## src/rtl/adpll_pkg.sv

```systemverilog
// Shared definitions for the ADPLL lock controller.
//   state_e  : lock-controller state encoding (also driven out on state_o)
//   STATE_W  : width of the encoded state output
//   cnt_width: bits needed to hold a counter value 0..n
package adpll_pkg;

    localparam int STATE_W = 2;

    typedef enum logic [STATE_W-1:0] {
        ST_RESET_HOLD = 2'd0,
        ST_ACQUIRE    = 2'd1,
        ST_TRACK      = 2'd2,
        ST_LOCKED     = 2'd3
    } state_e;

    function automatic int cnt_width(input int n);
        int w;
        w = $clog2(n + 1);
        return (w < 1) ? 1 : w;
    endfunction

endpackage

```

## src/rtl/sync_edge_det.sv

```systemverilog
// Two-flop synchroniser followed by a history flop, producing a one-cycle
// pulse on each rising edge of an asynchronous input.
//   clk_i  : destination clock
//   rst_ni : asynchronous active-low reset
//   d_i    : asynchronous input
//   rise_o : one-cycle pulse on a synchronised rising edge
module sync_edge_det (
    input  logic clk_i,
    input  logic rst_ni,
    input  logic d_i,
    output logic rise_o
);

    logic sync1_q;
    logic sync2_q;
    logic hist_q;

    always_ff @(posedge clk_i or negedge rst_ni) begin
        if (!rst_ni) begin
            sync1_q <= 1'b0;
            sync2_q <= 1'b0;
            hist_q  <= 1'b0;
        end else begin
            sync1_q <= d_i;
            sync2_q <= sync1_q;
            hist_q  <= sync2_q;
        end
    end

    assign rise_o = sync2_q & ~hist_q;

endmodule

```

## src/rtl/adpll_lock_ctrl.sv

```systemverilog
// ADPLL lock controller: sequences oscillator reset, acquisition gain,
// tracking gain and lock detection from phase-error samples taken on each
// reference-clock rising edge.
//
// Ports:
//   fpga_clk_i  : system clock
//   reset_n_i   : asynchronous active-low reset (release synchronised inside)
//   enable_i    : run request; low forces RESET_HOLD
//   ref_clk_i   : asynchronous reference clock, rising edge = new sample
//   error_i     : signed phase error
//   ro_reset_o  : reset to oscillator / divider / phase detector / loop filter
//   kp_sel_o    : proportional gain select (1 = acquisition gain)
//   ki_sel_o    : integral gain select (1 = acquisition gain)
//   locked_o    : high while LOCKED
//   lock_lost_o : one-cycle pulse on every exit from LOCKED
//   state_o     : encoded state
//   acq_fail_o  : sticky acquisition timeout flag (only with
//                 ADPLL_LOCK_CTRL_TIMEOUT_EN defined)
//
// State table:
//   state      | meaning
//   RESET_HOLD | oscillator held in reset for RESET_CYCLES, acquisition gains
//   ACQUIRE    | loop running on acquisition gains, waiting for small error
//   TRACK      | tracking gains, counting consecutive in-lock samples
//   LOCKED     | lock declared, counting consecutive out-of-lock samples
module adpll_lock_ctrl
    import adpll_pkg::*;
#(
    parameter int ERROR_WIDTH    = 8,
    parameter int ACQ_THRESH     = 8,
    parameter int LOCK_THRESH    = 2,
    parameter int LOCK_COUNT     = 16,
    parameter int UNLOCK_THRESH  = 8,
    parameter int UNLOCK_COUNT   = 4,
    parameter int RESET_CYCLES   = 16,
    parameter int TIMEOUT_CYCLES = 65535
) (
    input  logic                   fpga_clk_i,
    input  logic                   reset_n_i,
    input  logic                   enable_i,
    input  logic                   ref_clk_i,
    input  logic [ERROR_WIDTH-1:0] error_i,
    output logic                   ro_reset_o,
    output logic                   kp_sel_o,
    output logic                   ki_sel_o,
    output logic                   locked_o,
    output logic                   lock_lost_o,
    output logic [STATE_W-1:0]     state_o
`ifdef ADPLL_LOCK_CTRL_TIMEOUT_EN
    ,
    output logic                   acq_fail_o
`endif
);

    localparam int LOCK_W   = cnt_width(LOCK_COUNT);
    localparam int UNLOCK_W = cnt_width(UNLOCK_COUNT);
`ifdef ADPLL_LOCK_CTRL_TIMEOUT_EN
    localparam int CYC_MAX  = (TIMEOUT_CYCLES > RESET_CYCLES) ? TIMEOUT_CYCLES : RESET_CYCLES;
`else
    localparam int CYC_MAX  = RESET_CYCLES;
`endif
    localparam int CYC_W    = cnt_width(CYC_MAX);

    localparam logic [CYC_W-1:0]       RST_LAST    = CYC_W'(RESET_CYCLES - 1);
`ifdef ADPLL_LOCK_CTRL_TIMEOUT_EN
    localparam logic [CYC_W-1:0]       TMO_LAST    = CYC_W'(TIMEOUT_CYCLES - 1);
`endif
    localparam logic [LOCK_W-1:0]      LOCK_LAST   = LOCK_W'(LOCK_COUNT - 1);
    localparam logic [UNLOCK_W-1:0]    UNLOCK_LAST = UNLOCK_W'(UNLOCK_COUNT - 1);

    localparam logic [ERROR_WIDTH-1:0] ACQ_T    = ERROR_WIDTH'(ACQ_THRESH);
    localparam logic [ERROR_WIDTH-1:0] LOCK_T   = ERROR_WIDTH'(LOCK_THRESH);
    localparam logic [ERROR_WIDTH-1:0] UNLOCK_T = ERROR_WIDTH'(UNLOCK_THRESH);
    localparam logic [ERROR_WIDTH-1:0] ERR_MIN  = {1'b1, {(ERROR_WIDTH-1){1'b0}}};
    localparam logic [ERROR_WIDTH-1:0] ERR_MAX  = {1'b0, {(ERROR_WIDTH-1){1'b1}}};

    // Reset: asserts asynchronously, releases two clocks after reset_n_i rises.
    logic rst_meta_q;
    logic rst_sync_q;
    logic rst_n;

    always_ff @(posedge fpga_clk_i or negedge reset_n_i) begin
        if (!reset_n_i) begin
            rst_meta_q <= 1'b0;
            rst_sync_q <= 1'b0;
        end else begin
            rst_meta_q <= 1'b1;
            rst_sync_q <= rst_meta_q;
        end
    end

    assign rst_n = rst_sync_q;

    logic strobe;

    sync_edge_det u_ref_edge (
        .clk_i  (fpga_clk_i),
        .rst_ni (rst_n),
        .d_i    (ref_clk_i),
        .rise_o (strobe)
    );

    state_e                 state_q,      state_d;
    logic [CYC_W-1:0]       cyc_cnt_q,    cyc_cnt_d;
    logic [LOCK_W-1:0]      lock_cnt_q,   lock_cnt_d;
    logic [UNLOCK_W-1:0]    unlock_cnt_q, unlock_cnt_d;
    logic [ERROR_WIDTH-1:0] err_abs_q,    err_abs_d;
    logic                   sample_vld_q, sample_vld_d;
    logic                   ro_reset_q,   ro_reset_d;
    logic                   kp_sel_q,     kp_sel_d;
    logic                   ki_sel_q,     ki_sel_d;
    logic                   locked_q,     locked_d;
    logic                   lock_lost_q,  lock_lost_d;
`ifdef ADPLL_LOCK_CTRL_TIMEOUT_EN
    logic                   acq_fail_q,   acq_fail_d;
`endif

    logic err_le_acq;
    logic err_le_lock;
    logic err_gt_unlock;

    // Sample capture: the most negative code has no positive twin, so it
    // saturates to the largest positive magnitude.
    always_comb begin
        err_abs_d    = err_abs_q;
        sample_vld_d = strobe;
        if (strobe) begin
            if (error_i == ERR_MIN) begin
                err_abs_d = ERR_MAX;
            end else if (error_i[ERROR_WIDTH-1]) begin
                err_abs_d = ~error_i + 1'b1;
            end else begin
                err_abs_d = error_i;
            end
        end
    end

    assign err_le_acq    = (err_abs_q <= ACQ_T);
    assign err_le_lock   = (err_abs_q <= LOCK_T);
    assign err_gt_unlock = (err_abs_q > UNLOCK_T);

    always_comb begin
        state_d      = state_q;
        cyc_cnt_d    = cyc_cnt_q;
        lock_cnt_d   = lock_cnt_q;
        unlock_cnt_d = unlock_cnt_q;
        lock_lost_d  = 1'b0;
`ifdef ADPLL_LOCK_CTRL_TIMEOUT_EN
        acq_fail_d   = acq_fail_q;
`endif

        if (!enable_i) begin
            state_d   = ST_RESET_HOLD;
            cyc_cnt_d = '0;
            if (state_q == ST_LOCKED) begin
                lock_lost_d = 1'b1;
            end
        end else begin
            unique case (state_q)
                ST_RESET_HOLD: begin
                    if (cyc_cnt_q >= RST_LAST) begin
                        state_d = ST_ACQUIRE;
                    end else begin
                        cyc_cnt_d = cyc_cnt_q + 1'b1;
                    end
                end
                ST_ACQUIRE: begin
                    if (sample_vld_q && err_le_acq) begin
                        state_d = ST_TRACK;
`ifdef ADPLL_LOCK_CTRL_TIMEOUT_EN
                    end else if (cyc_cnt_q >= TMO_LAST) begin
                        state_d    = ST_RESET_HOLD;
                        acq_fail_d = 1'b1;
                    end else begin
                        cyc_cnt_d = cyc_cnt_q + 1'b1;
`endif
                    end
                end
                ST_TRACK: begin
                    if (sample_vld_q) begin
                        if (err_gt_unlock) begin
                            state_d = ST_ACQUIRE;
                        end else if (err_le_lock) begin
                            if (lock_cnt_q >= LOCK_LAST) begin
                                state_d = ST_LOCKED;
                            end else begin
                                lock_cnt_d = lock_cnt_q + 1'b1;
                            end
                        end else begin
                            lock_cnt_d = '0;
                        end
                    end
                end
                ST_LOCKED: begin
                    if (sample_vld_q) begin
                        if (err_gt_unlock) begin
                            if (unlock_cnt_q >= UNLOCK_LAST) begin
                                state_d     = ST_ACQUIRE;
                                lock_lost_d = 1'b1;
                            end else begin
                                unlock_cnt_d = unlock_cnt_q + 1'b1;
                            end
                        end else begin
                            unlock_cnt_d = '0;
                        end
                    end
                end
                default: begin
                    state_d = ST_RESET_HOLD;
                end
            endcase
        end

        // Every transition starts the next state with fresh counters.
        if (state_d != state_q) begin
            cyc_cnt_d    = '0;
            lock_cnt_d   = '0;
            unlock_cnt_d = '0;
        end

`ifdef ADPLL_LOCK_CTRL_TIMEOUT_EN
        if (state_d == ST_LOCKED) begin
            acq_fail_d = 1'b0;
        end
`endif

        // Outputs decoded from the next state so they change with it.
        ro_reset_d = (state_d == ST_RESET_HOLD);
        kp_sel_d   = (state_d == ST_RESET_HOLD) || (state_d == ST_ACQUIRE);
        ki_sel_d   = (state_d == ST_RESET_HOLD) || (state_d == ST_ACQUIRE);
        locked_d   = (state_d == ST_LOCKED);
    end

    always_ff @(posedge fpga_clk_i or negedge rst_n) begin
        if (!rst_n) begin
            state_q      <= ST_RESET_HOLD;
            cyc_cnt_q    <= '0;
            lock_cnt_q   <= '0;
            unlock_cnt_q <= '0;
            err_abs_q    <= '0;
            sample_vld_q <= 1'b0;
            ro_reset_q   <= 1'b1;
            kp_sel_q     <= 1'b1;
            ki_sel_q     <= 1'b1;
            locked_q     <= 1'b0;
            lock_lost_q  <= 1'b0;
`ifdef ADPLL_LOCK_CTRL_TIMEOUT_EN
            acq_fail_q   <= 1'b0;
`endif
        end else begin
            state_q      <= state_d;
            cyc_cnt_q    <= cyc_cnt_d;
            lock_cnt_q   <= lock_cnt_d;
            unlock_cnt_q <= unlock_cnt_d;
            err_abs_q    <= err_abs_d;
            sample_vld_q <= sample_vld_d;
            ro_reset_q   <= ro_reset_d;
            kp_sel_q     <= kp_sel_d;
            ki_sel_q     <= ki_sel_d;
            locked_q     <= locked_d;
            lock_lost_q  <= lock_lost_d;
`ifdef ADPLL_LOCK_CTRL_TIMEOUT_EN
            acq_fail_q   <= acq_fail_d;
`endif
        end
    end

    assign ro_reset_o  = ro_reset_q;
    assign kp_sel_o    = kp_sel_q;
    assign ki_sel_o    = ki_sel_q;
    assign locked_o    = locked_q;
    assign lock_lost_o = lock_lost_q;
    assign state_o     = state_q;
`ifdef ADPLL_LOCK_CTRL_TIMEOUT_EN
    assign acq_fail_o  = acq_fail_q;
`endif

endmodule

```

## config.mk

```make
export PLATFORM = sky130hd
export DESIGN_NAME = adpll_lock_ctrl
export DESIGN_NICKNAME = d
export VERILOG_FILES = /design/src/rtl/adpll_pkg.sv /design/src/rtl/sync_edge_det.sv /design/src/rtl/adpll_lock_ctrl.sv
export SDC_FILE = /design/constraint.sdc
export NUM_CORES = 1
export LEC_CHECK = 0
export CORE_MARGIN = 1.5
export CORE_UTILIZATION = 50
export CTS_CLUSTER_DIAMETER = 200
export DETAILED_ROUTE_END_ITERATION = 10
export HOLD_SLACK_MARGIN = 0.12
export PLACE_DENSITY = 0.73
export SLEW_MARGIN = 15
export SYNTH_ARGS = -nofsm -noshare
export SYNTH_HDL_FRONTEND = slang
export SYNTH_SLANG_ARGS = --single-unit
```

## constraint.sdc

```tcl
create_clock -name fpga_clk_i -period 2.28 [get_ports fpga_clk_i]
set_clock_uncertainty 0.2 [all_clocks]
set_input_delay 0.456 -clock fpga_clk_i [delete_from_list [all_inputs] [get_ports fpga_clk_i]]
set_output_delay 0.456 -clock fpga_clk_i [all_outputs]
set_load 0.1 [all_outputs]
```

==> impl_metrics.toml, run 1 <==
[finish]
utilization_pct = 72.2
seqCellArea_sq_um = 836
multiInputGateArea_sq_um = 993
drive_above_1_share_pct = 36.2
diodes = 0
fin_nets = 239
fillers = 233
final_cells = 267
syn_to_final_growth_pct = 34.3

[synthesis]
yosys-top-cells-count = "dfrtp_1 (31), nor2_1 (17), nand2_1 (12), nor3_2 (9), inv_1 (8)"
syn_inst = 171
yosysWarningCount = 0
synth_edf_count = 0
syn_area_per_cell_sq_um = 10.8
syn_area_sq_um = 1850
synth_fp_nets = 190
synth_cell_types = 56
synth_ff_type = "dfrtp_1"
synth_top_cell_by_area = "dfrtp_1"
synth_area_leaders = "dfrtp_1 (42%), nor3_2 (4.9%), ha_1 (4.7%)"
netlist.area_leader.share_pct = 41.9
yosysMostFrequentCell = "dfrtp_1"
async_reset_ff_share_pct = 100
seq_area_frac_synth_pct = 44.8
ys_seq_elements = 33

[status]
violations = "setup timing"
status = "complete, but fails checks"

[detailed_routing]
wl_met3_um = 196
drt_iter0_markers = 97
wl_mm = 4.04
drcViolationCount = 0
dr.pass1.iters = 4
via_per_inst = 5.64
top_layer = "met4"
wl_per_cell_um = 15.1
drtAntennaViolNets = 0
met2_wirelength_mm = 2.00
vias = 1507
met1_length_mm = 1.78

[cts]
clockBufferDepth = 2
clkSlewWorstSetupHoldPaths_ps = 70
cts.sinks = 33
numCtsBuffers = 5
cts_tree = "done"
cts_root_buf = "clkbuf_8"
clk_latency_ps = 290
htree_levels = 2

[grt]
grt_pass1_wl_mm = 6.76
grt_usage_pct = 21.5
grt_max_degree = 20
antenna_found_initial = 0
grt_pass1_vias = 1480
overflow = 0

[die]
die_width_um = 63.8
core_area_sq_um = 3440
std_cell_rows = 21
start_util_pct = 53.7
fp.dieH_um = 63.8
io_pins = 19
die-area_sq_um = 4070

[sta]
rsz0062_at_grt = "yes"
worst_slack_ps = -205
setup_viol = 13
setup_tns_ps = -1750
max_slew_margin_pct = 53.0
hold_viol_final = 0
min_period_over_period_pct = 109
slew_viol_final = 0
worst_pin_slew_ps = 704
fmax_ghz = 0.402
finalCriticalPeriod_ps = 2480

[placed_design]
place_congestion = 0.855
dp_slack_ps = -195
dp_hpwl_mm = 3.03
dp.cells = 252
portBuffers = 18

[power_and_ir_drop]
switching_share_pct = 26.4
switching_power_mw = 0.321
leakage_nw = 1.09
internal-power_mw = 0.896
seq_power_share_pct = 53.6
peakVddDrop_uv = 336
pwr-share-comb_pct = 11.3
pwr-share-clk_pct = 35.1
power_density_nw_per_um2 = 490

[critical_path]
end_kind = "register"
critical_path_class = "reg2reg"
cp-start-kind = "register"
cp_data_required_time_ps = 2260
cp_data_arrival_time_ps = 2460
critical_path.max_fanout = 5

[hold_path]
worstHoldPathType = "reg2async"

[job]
drv_cap = 0
power by group through the flow:
stage | sequential [mW] | combinational (mW) | clock [mW]
after floorplan | 0.660 | 0.0751 | 0
after global placement | 0.660 | 0.128 | 0
after detailed placement | 0.664 | 0.133 | 0
after CTS | 0.653 | 0.134 | 0.429
after global routing | 0.659 | 0.152 | 0.464
final | 0.652 | 0.138 | 0.427
critical path: stages, from the launching register on:
cell     delay [ps]
dfrtp_1         430
ha_2            210
and3_4          180
ha_4            150
nor4b_4         230
a32oi_2         120
buf_4           180
nor3_4          200
buf_6           150
mux2i_1         260
nor3_2           60
per-layer routing:
layer	GRT usage (%)	vias up
li1	-	718
met1	26.1	741
met2	36.2	41
met3	6.16	7
met4	8.15	0
met5	0	-
sequential cells by signal (all words and copies together), names as in the netlist, 2 cells and up:
signal and flops:
err_abs_q 8, state_o 2, cyc_cnt_q 5, unlock_cnt_q 3, lock_cnt_q 5
stage by stage:
stage | hold slack (ps) | total power [mW] | cell area [sq um]
after floorplan | -39.6 | 0.735 | 1890
after global placement | 109 | 0.788 | 2300
after detailed placement | 121 | 0.797 | 2300
after CTS | 122 | 1.22 | 2430
after global routing | 166 | 1.28 | 2480
final | 89.3 | 1.22 | 2480
what timing repair did:
action | 4_1_cts | 5_1_grt
cloned | 0 | 0
gates resized for setup | 4 | 5
endpoints found under the hold margin | 0 | 2
hold buffers | 0 | 1
setup endpoints to repair | 13 | 14
buffers inserted | 4 | 2
pin swaps | 4 | 6
cells by family after synthesis:
family | Yosys count | share of synthesized area [%]
AND/OR/NAND/NOR | 69 | 23.7
AO/OA/AOI/OAI | 34 | 15.9
flip-flops | 33 | 44.8
buffers and inverters | 15 | 4.53
adder cells (fa/ha/maj) | 7 | 4.74
XOR/XNOR | 6 | 2.84
multiplexers | 6 | 3.25
other | 1 | 0.203
placed cells by master (no fill, tap or decap), types with 4 or more instances in the layout:
cell | netlist | final
dfrtp_1 | 31 | 29
buf_4 | 1 | 26
nor2_1 | 17 | 17
nand2_1 | 12 | 11
clkdlybuf4s50_1 | 0 | 11
inv_1 | 8 | 8
nor3_2 | 9 | 8
a21oi_1 | 7 | 7
mux2i_1 | 6 | 6
buf_12 | 0 | 6
clkbuf_8 | 0 | 5
buf_6 | 3 | 4
final timing paths:
kind / start / end / slack (ps) / cells after the start
max in group asynchronous: reset_n_i / rst_n / 1100 / 2
max reg2reg: lock_cnt_q[0] / lock_cnt_q[4] / -200 / 10
min: rst_n / err_abs_q[0] / 90 / 0
max: lock_cnt_q[0] / lock_cnt_q[4] / -200 / 10
min reg2reg: rst_n / err_abs_q[0] / 90 / 0
min in group fpga_clk_i: u_ref_edge.sync1_q / u_ref_edge.sync2_q / 150 / 0
final cells by class:
type	instances	area share, %
inverters	9	1.36
repair buffers	48	19.3
multi-input cells	123	40.0
flip-flops and latches	33	33.7
clock inverters	2	0.403
clock buffers	6	2.92
well taps	46	2.32
Note: power is estimated with default switching activity, not from simulation.
==> run 2, diff against run 1 <==
- CELL_PAD_IN_SITES_DETAIL_PLACEMENT: not set -> 1
- CELL_PAD_IN_SITES_GLOBAL_PLACEMENT: not set -> 2
- CORE_ASPECT_RATIO: not set -> 0.9
- CORE_UTILIZATION: 50 -> 40
- PLACE_DENSITY: 0.73 -> 0.85
==> run 2 against run 1 <==
  * The run still ends with setup timing left
  * Design area up 6.6%
  * First-iteration DRC count is 29% lower
  * Count of clock-buffer cells in the layout up 1
  * Sequential share of layout area decreased by 2.1 points
  * Sequential cell count is the same
  * Clock power grew 32%
  * Non-clock buffer count rose by 5
  * Final cell count rose by 7.9%
  * Total power increased by 13%
  * Worst setup slack improved by 140 ps
  * Critical path type unchanged
  * Highest routed layer unchanged
==> impl_metrics.toml, run 2 (synthesized netlist as in run 1, its figures left out) <==
[grt]
grt_usage_pct = 21.5
antenna_found_initial = 0
grt_pass1_wl_mm = 7.87
grt_max_degree = 14
overflow = 0
grt_pass1_vias = 1640

[cts]
clk_latency_ps = 290
cts_root_buf = "clkbuf_8"
numCtsBuffers = 5
clockBufferDepth = 2
clkSlewWorstSetupHoldPaths_ps = 70
cts.sinks = 33
htree_levels = 2
cts_tree = "done"

[critical_path]
r2r-start = "lock_cnt_q[0]"
cp-start-kind = "register"
rrSetupSlack_ps = -60
cp_data_required_time_ps = 2260
cp_data_arrival_time_ps = 2320
critical_path_class = "reg2reg"
rr_endpoint = "lock_cnt_q[4]"
critical_path.max_fanout = 3
r2r_cells = 10
end_kind = "register"

[detailed_routing]
dr.pass1.iters = 4
drt_iter0_markers = 69
drtAntennaViolNets = 0
vias = 1541
drcViolationCount = 0
via_per_inst = 5.35
wl_mm = 4.88
wl_per_cell_um = 16.9

[sta]
finalCriticalPeriod_ps = 2340
fmax_ghz = 0.427
max_slew_margin_pct = 58.9
fin_hold_ws_ps = 143
slew_viol_final = 0
worst_pin_slew_ps = 614
rsz0062_at_grt = "yes"
min_period_over_period_pct = 103
worst_slack_ps = -61.8
setup_viol = 10
hold_viol_final = 0
setup_tns_ps = -453

[die]
die-area_sq_um = 5040
core_area_sq_um = 4460
die_width_um = 74.7
fp.dieH_um = 67.5
io_pins = 19
std_cell_rows = 23
start_util_pct = 41.5

[placed_design]
place_congestion = 0.772
placed_area_sq_um = 2380
portBuffers = 18
dp_slack_ps = -218
dp_hpwl_mm = 3.69

[finish]
utilization_pct = 59.4
fillers = 480
design_area_sq_um = 2650
final_common_cell = "buf_4"
syn_to_final_growth_pct = 43.2
largest-register = "err_abs_q"
layout_common_cells = "buf_4 (31), dfrtp_1 (29), nor2_1 (17)"
largest_reg_flops = 8
seqCellArea_sq_um = 836
top_regs = "err_abs_q (8), cyc_cnt_q (5), lock_cnt_q (5)"
fin_nets = 244
drive_above_1_share_pct = 38.5
diodes = 0
multiInputGateArea_sq_um = 1060

[power_and_ir_drop]
power_density_nw_per_um2 = 517
leakage_nw = 1.12
peakVddDrop_uv = 394

[job]
drv_cap = 0

[status]
status = "complete, but fails checks"
violations = "setup timing"

[hold_path]
worstHoldPathType = "reg2async"
[run 2: cell count changes in the layout (fill, tap and decap cells not counted), sizes merged]
cell,change
bufinv,+1
dlygate4sd3,+1
buf,+4
clkinv,-2
clkbuf,+1
[run 2: worst max path at each step]
stage / cells past startpoint / start / end
global route: 9 / lock_cnt_q[0] / lock_cnt_q[3]
finish: 10 / lock_cnt_q[0] / lock_cnt_q[4]
global placement: 9 / lock_cnt_q[0] / lock_cnt_q[3]
detailed placement: 10 / lock_cnt_q[0] / cyc_cnt_q[1]
CTS: 10 / lock_cnt_q[0] / cyc_cnt_q[1]
floorplan: 8 / lock_cnt_q[0] / lock_cnt_q[3]
[run 2: metrics by stage]
step / instances / power (mW)
final: 288 / 1.37
after CTS: 287 / 1.38
after detailed placement: 274 / 0.807
after global placement: 274 / 0.795
after global routing: 288 / 1.42
after floorplan: 171 / 0.735
[run 2: power by group]
group	leakage (nW)	switching, mW	total [mW]	internal, mW
clock	0.0585	0.208	0.564	0.356
combinational	0.648	0.0798	0.156	0.0764
sequential	0.415	0.0345	0.649	0.615
total	1.12	0.323	1.37	1.05
[run 2: worst max-delay path: stages, from the launching register on]
cell	delay [ps]
dfrtp_1	390
ha_2	190
and3_4	180
ha_4	160
nor4b_4	220
a32oi_2	100
buf_4	180
nor3_4	200
buf_6	150
mux2i_4	220
nor3_2	50
[run 2: what timing repair did]
item,in CTS,in global routing
hold buffers,2,0
buffers inserted,3,1
gates resized for setup,10,6
endpoints found under the setup margin,10,13
pin swaps,6,2
hold endpoints to repair,15,0
[run 2: cell type report]
cell class,instances,area share [%]
multi-input cells,123,40.0
inverters,9,1.28
repair buffers,53,19.8
well taps,62,2.93
clock buffers,7,3.26
flip-flops and latches,33,31.6
clock inverters,1,1.13
[run 2: routing by layer]
| metal | vias up | track usage [%] | routed length [um] |
|---|---|---|---|
| met2 | 22 | 37.5 | 2540 |
| met4 | 0 | 8.86 | 81 |
| met1 | 779 | 25.8 | 2140 |
| met5 | - | 0 | 0 |
| met3 | 9 | 4.33 | 112 |
| li1 | 731 | - | - |
